`config.mk`:
```
export PLATFORM = sky130hd
export DESIGN_NAME = pc_fetch_sequencer_flat
export DESIGN_NICKNAME = d
export VERILOG_FILES = /design/src/rtl/pc_fetch_sequencer_if.sv /design/src/rtl/pc_fetch_sequencer.sv /design/src/flat_wrapper.sv
export SDC_FILE = /design/constraint.sdc
export NUM_CORES = 1
export LEC_CHECK = 0
export BUFFER_PORTS_ARGS = -buffer_cell sky130_fd_sc_hd__buf_2
export CAP_MARGIN = 10
export CORE_AREA = 2 2 130 132
export DETAILED_ROUTE_END_ITERATION = 12
export DIE_AREA = 0 0 132 134
export GPL_TIMING_DRIVEN = 0
export PLACE_DENSITY_LB_ADDON = 0.05
export SYNTH_ARGS = -nofsm -noshare
export SYNTH_HDL_FRONTEND = slang
export SYNTH_SLANG_ARGS = --single-unit
export TNS_END_PERCENT = 20
```
`constraint.sdc`:
```
create_clock -name clk -period 3.8 [get_ports clk]
set_input_delay 0.19 -clock clk [delete_from_list [all_inputs] [get_ports clk]]
set_output_delay 0.19 -clock clk [all_outputs]
set_load 0.02 [all_outputs]
```
`src/rtl/pc_fetch_sequencer_if.sv`:
```
// Instruction-memory request channel: hold-until-ready handshake.
// The fetch sequencer is the master; the instruction memory is the slave.
interface pc_fetch_sequencer_if #(
   parameter int WIDTH = 16
) ();
   logic             imem_req;
   logic [WIDTH-1:0] imem_addr;
   logic             imem_ready;
   logic [WIDTH-1:0] imem_rdata;

   modport master (
      output imem_req,
      output imem_addr,
      input  imem_ready,
      input  imem_rdata
   );

   modport slave (
      input  imem_req,
      input  imem_addr,
      output imem_ready,
      output imem_rdata
   );
endinterface

```
`src/rtl/pc_fetch_sequencer.sv`:
```
// Fetch-stage controller: owns the PC, issues instruction-memory requests,
// applies branch redirects and decode stalls, stops on HLT, and drives the
// IF/ID boundary with a one-entry skid buffer behind it.
//
// state   | meaning
// --------+---------------------------------------------------------------
// FETCH   | request at pc outstanding; completion goes to IF/ID or skid
// BUF     | skid holds one fetched instruction; no request until it drains
// SQUASH  | stale request still waiting; its data is dropped, then pc<=pend_pc
// HALT    | HLT fetched; no requests, IF/ID drains; left only by redirect/rst
module pc_fetch_sequencer #(
   parameter int               WIDTH      = 16,
   parameter logic [WIDTH-1:0] RESET_PC   = '0,
   parameter logic [3:0]       HLT_OPCODE = 4'hF
) (
   input  logic                  clk,
   input  logic                  rst,
   input  logic                  stall,
   input  logic                  redirect_valid,
   input  logic [WIDTH-1:0]      redirect_pc,
   pc_fetch_sequencer_if.master  imem,
   output logic                  if_valid,
   output logic [WIDTH-1:0]      if_pc,
   output logic [WIDTH-1:0]      if_pc_plus2,
   output logic [WIDTH-1:0]      if_instr,
   output logic                  halted
);

   typedef enum logic [1:0] {
      S_FETCH  = 2'd0,
      S_BUF    = 2'd1,
      S_SQUASH = 2'd2,
      S_HALT   = 2'd3
   } state_t;

   localparam logic [WIDTH-1:0] PC_STEP = WIDTH'(2);

   state_t           state_q, state_d;
   logic [WIDTH-1:0] pc_q, pc_d;
   logic [WIDTH-1:0] pend_pc_q, pend_pc_d;
   logic [WIDTH-1:0] bpc_q, bpc_d;
   logic [WIDTH-1:0] binstr_q, binstr_d;
   logic             if_valid_q, if_valid_d;
   logic [WIDTH-1:0] if_pc_q, if_pc_d;
   logic [WIDTH-1:0] if_pc_plus2_q, if_pc_plus2_d;
   logic [WIDTH-1:0] if_instr_q, if_instr_d;
   logic             halted_q, halted_d;

   logic             req_int;
   logic             done;
   logic             accept;
   logic             rdata_hlt;
   logic             buf_hlt;
   logic [WIDTH-1:0] redir_tgt;

   // Request is a pure decode of the state; held low while rst is asserted
   // so nothing goes out in the reset cycle. The address is pc in both
   // requesting states because pc is frozen while a squashed request waits.
   assign req_int        = (state_q == S_FETCH) || (state_q == S_SQUASH);
   assign imem.imem_req  = req_int && !rst;
   assign imem.imem_addr = pc_q;

   // Handshake decode and output-acceptance conditions.
   always_comb begin
      done      = req_int && imem.imem_ready;
      accept    = !stall || !if_valid_q;
      rdata_hlt = (imem.imem_rdata[WIDTH-1:WIDTH-4] == HLT_OPCODE);
      buf_hlt   = (binstr_q[WIDTH-1:WIDTH-4] == HLT_OPCODE);
      redir_tgt = redirect_pc & ~WIDTH'(1);
   end

   // Next-state computation for the FSM, PC, skid buffer and IF/ID register.
   always_comb begin
      state_d       = state_q;
      pc_d          = pc_q;
      pend_pc_d     = pend_pc_q;
      bpc_d         = bpc_q;
      binstr_d      = binstr_q;
      if_valid_d    = if_valid_q;
      if_pc_d       = if_pc_q;
      if_pc_plus2_d = if_pc_plus2_q;
      if_instr_d    = if_instr_q;

      if (redirect_valid) begin
         // A redirect kills IF/ID and the skid even under stall. An
         // outstanding request cannot be aborted, so it is ridden out in
         // SQUASH; a same-cycle completion is simply dropped.
         if_valid_d = 1'b0;
         if (req_int && !imem.imem_ready) begin
            pend_pc_d = redir_tgt;
            state_d   = S_SQUASH;
         end else begin
            pc_d    = redir_tgt;
            state_d = S_FETCH;
         end
      end else begin
         // Without a new load, an unstalled IF/ID empties.
         if (!stall) begin
            if_valid_d = 1'b0;
         end

         case (state_q)
            S_FETCH: begin
               if (done) begin
                  pc_d = pc_q + PC_STEP;
                  if (accept) begin
                     if_valid_d    = 1'b1;
                     if_pc_d       = pc_q;
                     if_pc_plus2_d = pc_q + PC_STEP;
                     if_instr_d    = imem.imem_rdata;
                     state_d       = rdata_hlt ? S_HALT : S_FETCH;
                  end else begin
                     // IF/ID is full and stalled: park the word. A parked
                     // HLT is resolved to HALT when the buffer drains.
                     bpc_d    = pc_q;
                     binstr_d = imem.imem_rdata;
                     state_d  = S_BUF;
                  end
               end
            end

            S_BUF: begin
               if (!stall) begin
                  if_valid_d    = 1'b1;
                  if_pc_d       = bpc_q;
                  if_pc_plus2_d = bpc_q + PC_STEP;
                  if_instr_d    = binstr_q;
                  state_d       = buf_hlt ? S_HALT : S_FETCH;
               end
            end

            S_SQUASH: begin
               if (done) begin
                  pc_d    = pend_pc_q;
                  state_d = S_FETCH;
               end
            end

            S_HALT: begin
               state_d = S_HALT;
            end

            default: begin
               state_d = S_FETCH;
            end
         endcase
      end

      halted_d = (state_d == S_HALT);
   end

   // State and output registers with synchronous active-high reset.
   always_ff @(posedge clk) begin
      if (rst) begin
         state_q       <= S_FETCH;
         pc_q          <= RESET_PC;
         pend_pc_q     <= '0;
         bpc_q         <= '0;
         binstr_q      <= '0;
         if_valid_q    <= 1'b0;
         if_pc_q       <= '0;
         if_pc_plus2_q <= '0;
         if_instr_q    <= '0;
         halted_q      <= 1'b0;
      end else begin
         state_q       <= state_d;
         pc_q          <= pc_d;
         pend_pc_q     <= pend_pc_d;
         bpc_q         <= bpc_d;
         binstr_q      <= binstr_d;
         if_valid_q    <= if_valid_d;
         if_pc_q       <= if_pc_d;
         if_pc_plus2_q <= if_pc_plus2_d;
         if_instr_q    <= if_instr_d;
         halted_q      <= halted_d;
      end
   end

   assign if_valid    = if_valid_q;
   assign if_pc       = if_pc_q;
   assign if_pc_plus2 = if_pc_plus2_q;
   assign if_instr    = if_instr_q;
   assign halted      = halted_q;

endmodule

```
`src/flat_wrapper.sv`:
```
// flat-port wrapper written by rule: the top's interface ports become plain ports
module pc_fetch_sequencer_flat 
#(
   parameter int               WIDTH      = 16,
   parameter logic [WIDTH-1:0] RESET_PC   = '0,
   parameter logic [3:0]       HLT_OPCODE = 4'hF
)
  (clk, rst, stall, redirect_valid, redirect_pc, if_valid, if_pc, if_pc_plus2, if_instr, halted, imem_imem_req, imem_imem_addr, imem_imem_ready, imem_imem_rdata);
  pc_fetch_sequencer_if #(.WIDTH(WIDTH)) imem_i ();
  input  logic clk;
  input  logic rst;
  input  logic stall;
  input  logic redirect_valid;
  input  logic [WIDTH-1:0] redirect_pc;
  output logic if_valid;
  output logic [WIDTH-1:0] if_pc;
  output logic [WIDTH-1:0] if_pc_plus2;
  output logic [WIDTH-1:0] if_instr;
  output logic halted;
  output wire logic [$bits(imem_i.imem_req)-1:0] imem_imem_req;
  output wire logic [$bits(imem_i.imem_addr)-1:0] imem_imem_addr;
  input wire logic [$bits(imem_i.imem_ready)-1:0] imem_imem_ready;
  input wire logic [$bits(imem_i.imem_rdata)-1:0] imem_imem_rdata;
  assign imem_imem_req = imem_i.imem_req;
  assign imem_imem_addr = imem_i.imem_addr;
  assign imem_i.imem_ready = imem_imem_ready;
  assign imem_i.imem_rdata = imem_imem_rdata;
  pc_fetch_sequencer #(.WIDTH(WIDTH), .RESET_PC(RESET_PC), .HLT_OPCODE(HLT_OPCODE)) u_core (.clk(clk), .rst(rst), .stall(stall), .redirect_valid(redirect_valid), .redirect_pc(redirect_pc), .imem(imem_i), .if_valid(if_valid), .if_pc(if_pc), .if_pc_plus2(if_pc_plus2), .if_instr(if_instr), .halted(halted));
endmodule
```
==> metrics.log <==
[metrics] result of the run: completed
[metrics] GR Overflow Total: 0
[metrics] most instantiated flip-flop cell in the synthesis netlist: dfxtp_1
[metrics] Initial Utilization: 0.324
[metrics] post-synth cell types: 48
[metrics] number of buffers inserted by port buffering: 98
[metrics] share of flip-flops with an asynchronous set or reset: 0
[metrics] worst-margin pin slew: 983 ps
[metrics] slowest CP cell: nor3_1
[metrics] area of the core region: 16300 um^2
[metrics] largest voltage drop on the vdd net: 0.217 mV
[metrics] Boundary Pins: 104
[metrics] drc violations: 0
[metrics] number of enable-type register cells in the synthesized netlist: 0
[metrics] ratio of cells with drive above 1 in the final layout: 0.167
[metrics] height of the chip: 134 um
[metrics] Routed Wire Length: 18300 um
[metrics] kind of launch point of the worst setup path: flip-flop
[metrics] met1 Track Usage GR: 0.267
[metrics] Max-Slew Margin vs Limit: 0.344
[metrics] total die area: 17700 um^2
[metrics] met3 track utilization from global routing: 0.0317
[metrics] pin count of the biggest net entering global routing: 18
[metrics] Cell Area, Synth: 5280 um^2
[metrics] achievable clock frequency: 464 MHz
[metrics] final worst-path cycle share: 0.567
[metrics] power density of the placed cells: 422 nW/um^2
[metrics] fraction of met2 tracks used by global routing: 0.363
[metrics] number of global-route vias before repair: 5081
[metrics] final weighted congestion of routability-driven global placement: 0.800
[metrics] clk slew on worst S/H paths: 70 ps
[metrics] data arrival time of the worst path: 2440 ps
[metrics] CTS Hold Buffers Added: 0
[metrics] insertion delay to the later sink of the worst-skew pair: 360 ps
[metrics] Final Hold Slack: 73.2 ps
[metrics] number of detailed-route iterations in the first pass: 5
[metrics] count of pins over their slew limit: 0
[metrics] # nets final: 860
[metrics] worst-path fanout max: 10
[metrics] via total after detailed routing: 5267
[metrics] Detail Placement HPWL: 13900 um
[metrics] first-pass GRT wire length: 28700 um
[metrics] clk root buf: clkbuf_16
[metrics] minimum setup slack in the final design: 1640 ps
[metrics] number of clock buffers inserted by TritonCTS: 9
[metrics] capturing element type of the critical path: flip-flop
[metrics] share of synthesized area occupied by flip-flops and latches: 0.421
[metrics] Synth Instances: 710
[metrics] setup TNS: 0 ps
[metrics] number of routed nets with antenna violations: 0
[metrics] classification of the worst setup path: flip-flop to flip-flop
[metrics] number of hold violations in the final report: 0
[metrics] CP cell instances: clkbuf_1 -> nor3_1 -> clkbuf_1 -> nand2_1 -> a21oi_1
[metrics] drt wl/cell: 17.5 um
[metrics] static leakage power: 2.42 nW
[metrics] worst endpoint required time: 4080 ps
[metrics] DRC marker count from the first detailed-route iteration: 322
[metrics] final setup violating endpoints: 0
[metrics] via count normalized by instance count: 5.04
[metrics] RSZ-0062 raised after global routing: false
[metrics] antenna violations before repair: 0
[metrics] highest-utilization routing layer at the global route stage: met2
[metrics] clock period minus final worst setup slack: 2160 ps
[metrics] clock tree from TritonCTS: yes
[metrics] total global-route track usage: 0.209
[metrics] family with the most delay on the worst path: simple AND/OR/NAND/NOR gates
[metrics] post-CTS repair timing setup buffer count: 0
[metrics] worst hold path class: input port to flip-flop
[metrics] pre-CTS WS: 1610 ps
[metrics] CTS Buffer Depth: 2
[metrics] Syn-to-layout area delta: 20.3%
[metrics] die extent in x: 132 um
[metrics] synthesized area per cell: 7.43 um^2
[metrics] worst stage delay on the critical path: 820 ps
[metrics] Placement Rows: 47
[metrics] Max Cap Viol: 0
[metrics] Clock Sinks: 111
[metrics] CTS resizes: 0
[metrics] critical path's most frequent cell: clkbuf_1
[metrics] Antenna Cells: 0
[metrics] Clock Skew: 6.78 ps
[metrics] fillers: 1772
[metrics] Buffers & Inverters on Critical Path: 2
[metrics] number of synthesized register bits: 111
[metrics] maximum level of the CTS H-tree: 3
[metrics] yosys synthesis warning count: 0
-- power breakdown --
part           leakage [nW]  switching (mW)  total [mW]  internal (mW)
combinational          1.38           0.288       0.426          0.138
sequential            0.905          0.0480        1.27           1.22
clock                 0.141           0.457       0.984          0.527
total                  2.42           0.793        2.68           1.88
-- through the flow --
step	power (mW)	area [um^2]	util	instances
after floorplan	1.55	5280	-	712
after global placement	1.72	6050	0.371	1030
after detailed placement	1.72	6050	0.371	1030
after CTS	2.70	6350	0.390	1045
after global routing	2.80	6350	0.390	1045
final	2.68	6350	0.390	1045
-- cell type report --
class	instances	area, um^2	area share
multi-input cells	536	2790	0.439
repair buffers	98	490	0.0773
clock buffers	10	239	0.0377
clock inverters	5	58.8	0.00927
plain buffers	58	245	0.0386
inverters	7	26.3	0.00414
well taps	220	275	0.0434
flip-flops and latches	111	2220	0.350
-- Yosys cell counts (4+ instances only) --
cell type / count / area share
a211oi_1: 7 / 0.010
a21oi_1: 72 / 0.068
a311oi_1: 32 / 0.053
and3_1: 5 / 0.0059
buf_1: 4 / 0.0028
buf_2: 13 / 0.012
clkbuf_1: 38 / 0.027
dfxtp_1: 111 / 0.42
inv_1: 7 / 0.0050
nand2_1: 206 / 0.15
nand2b_1: 9 / 0.011
nand3_1: 10 / 0.0095
nand4_1: 6 / 0.0071
nor2_1: 66 / 0.047
nor2b_1: 5 / 0.0059
nor3_1: 13 / 0.012
nor4_2: 4 / 0.0095
o211ai_1: 6 / 0.0085
o21ai_0: 23 / 0.022
o21ai_1: 5 / 0.0047
xnor2_1: 11 / 0.018
xor2_1: 12 / 0.020
-- placed cells by master, fill, tap and decap left out, drive strengths merged, types with 2 or more instances in the layout --
cell type,synthesis,layout
nor4,7,7
nor2b,5,5
a32o,3,3
nor2,66,66
a211oi,7,7
nand2b,9,9
and3b,2,2
o32ai,3,3
and2,3,3
o22ai,2,2
a31oi,3,3
nand4,7,7
o31ai,2,2
dfxtp,111,111
nand2,206,206
clkbuf,38,48
and3,5,5
a21oi,72,72
ha,2,2
nand3,11,11
inv,7,7
xor2,12,12
conb,1,3
buf,20,118
clkinv,0,2
o21ai,28,28
a311oi,32,32
clkinvlp,0,2
nor3b,3,3
o221ai,2,2
o211ai,6,6
mux2i,2,2
xnor2,11,11
nor3,13,13
-- state kept, by name, summed over array words and instances, names as in the netlist --
name	flops
u_core.bpc_q	15
u_core.if_instr	16
u_core.pend_pc_q	15
u_core.halted	1
u_core.if_pc	15
u_core.if_pc_plus2	15
u_core.if_valid	1
u_core.binstr_q	16
u_core.state_q	2
u_core.imem.imem_addr	15
-- final timing paths --
| check | startpoint | endpoint | slack, ps | depth (start not counted) |
|---|---|---|---|---|
| setup / recovery | u_core.state_q[0] | u_core.pend_pc_q[11] | 1640 | 5 |
| hold / removal | redirect_pc[8] | u_core.pend_pc_q[8] | 70 | 3 |
| setup reg to reg | u_core.state_q[0] | u_core.pend_pc_q[11] | 1640 | 5 |
| hold reg to reg | u_core.pend_pc_q[4] | u_core.pend_pc_q[4] | 450 | 2 |
-- layer usage --
metal,wire (um),share of wire,up-vias
met5,0,0,-
met4,264,0.014,0
met3,786,0.043,16
met2,8920,0.49,126
met1,8300,0.45,2476
li1,-,-,2649
-- cells by family (layout without fill, tap and decap cells) --
logic type / Yosys count / count (layout) / synth area share
simple gates: 340 / 340 / 0.280
compound gates: 166 / 166 / 0.199
flops: 111 / 111 / 0.421
buf+inv: 65 / 178 / 0.0515
xor+xnor: 23 / 23 / 0.0382
fa+ha+maj: 2 / 2 / 0.00474
mux: 2 / 2 / 0.00380
other cells: 1 / 3 / 0.000711
-- worst register-to-register path, stage by stage, from the launching register on --
cell and delay, ps:
dfxtp_1 360, clkbuf_1 240, nor3_1 820, clkbuf_1 430
nand2_1 100, a21oi_1 140
Power figures use the tool's default switching activity.
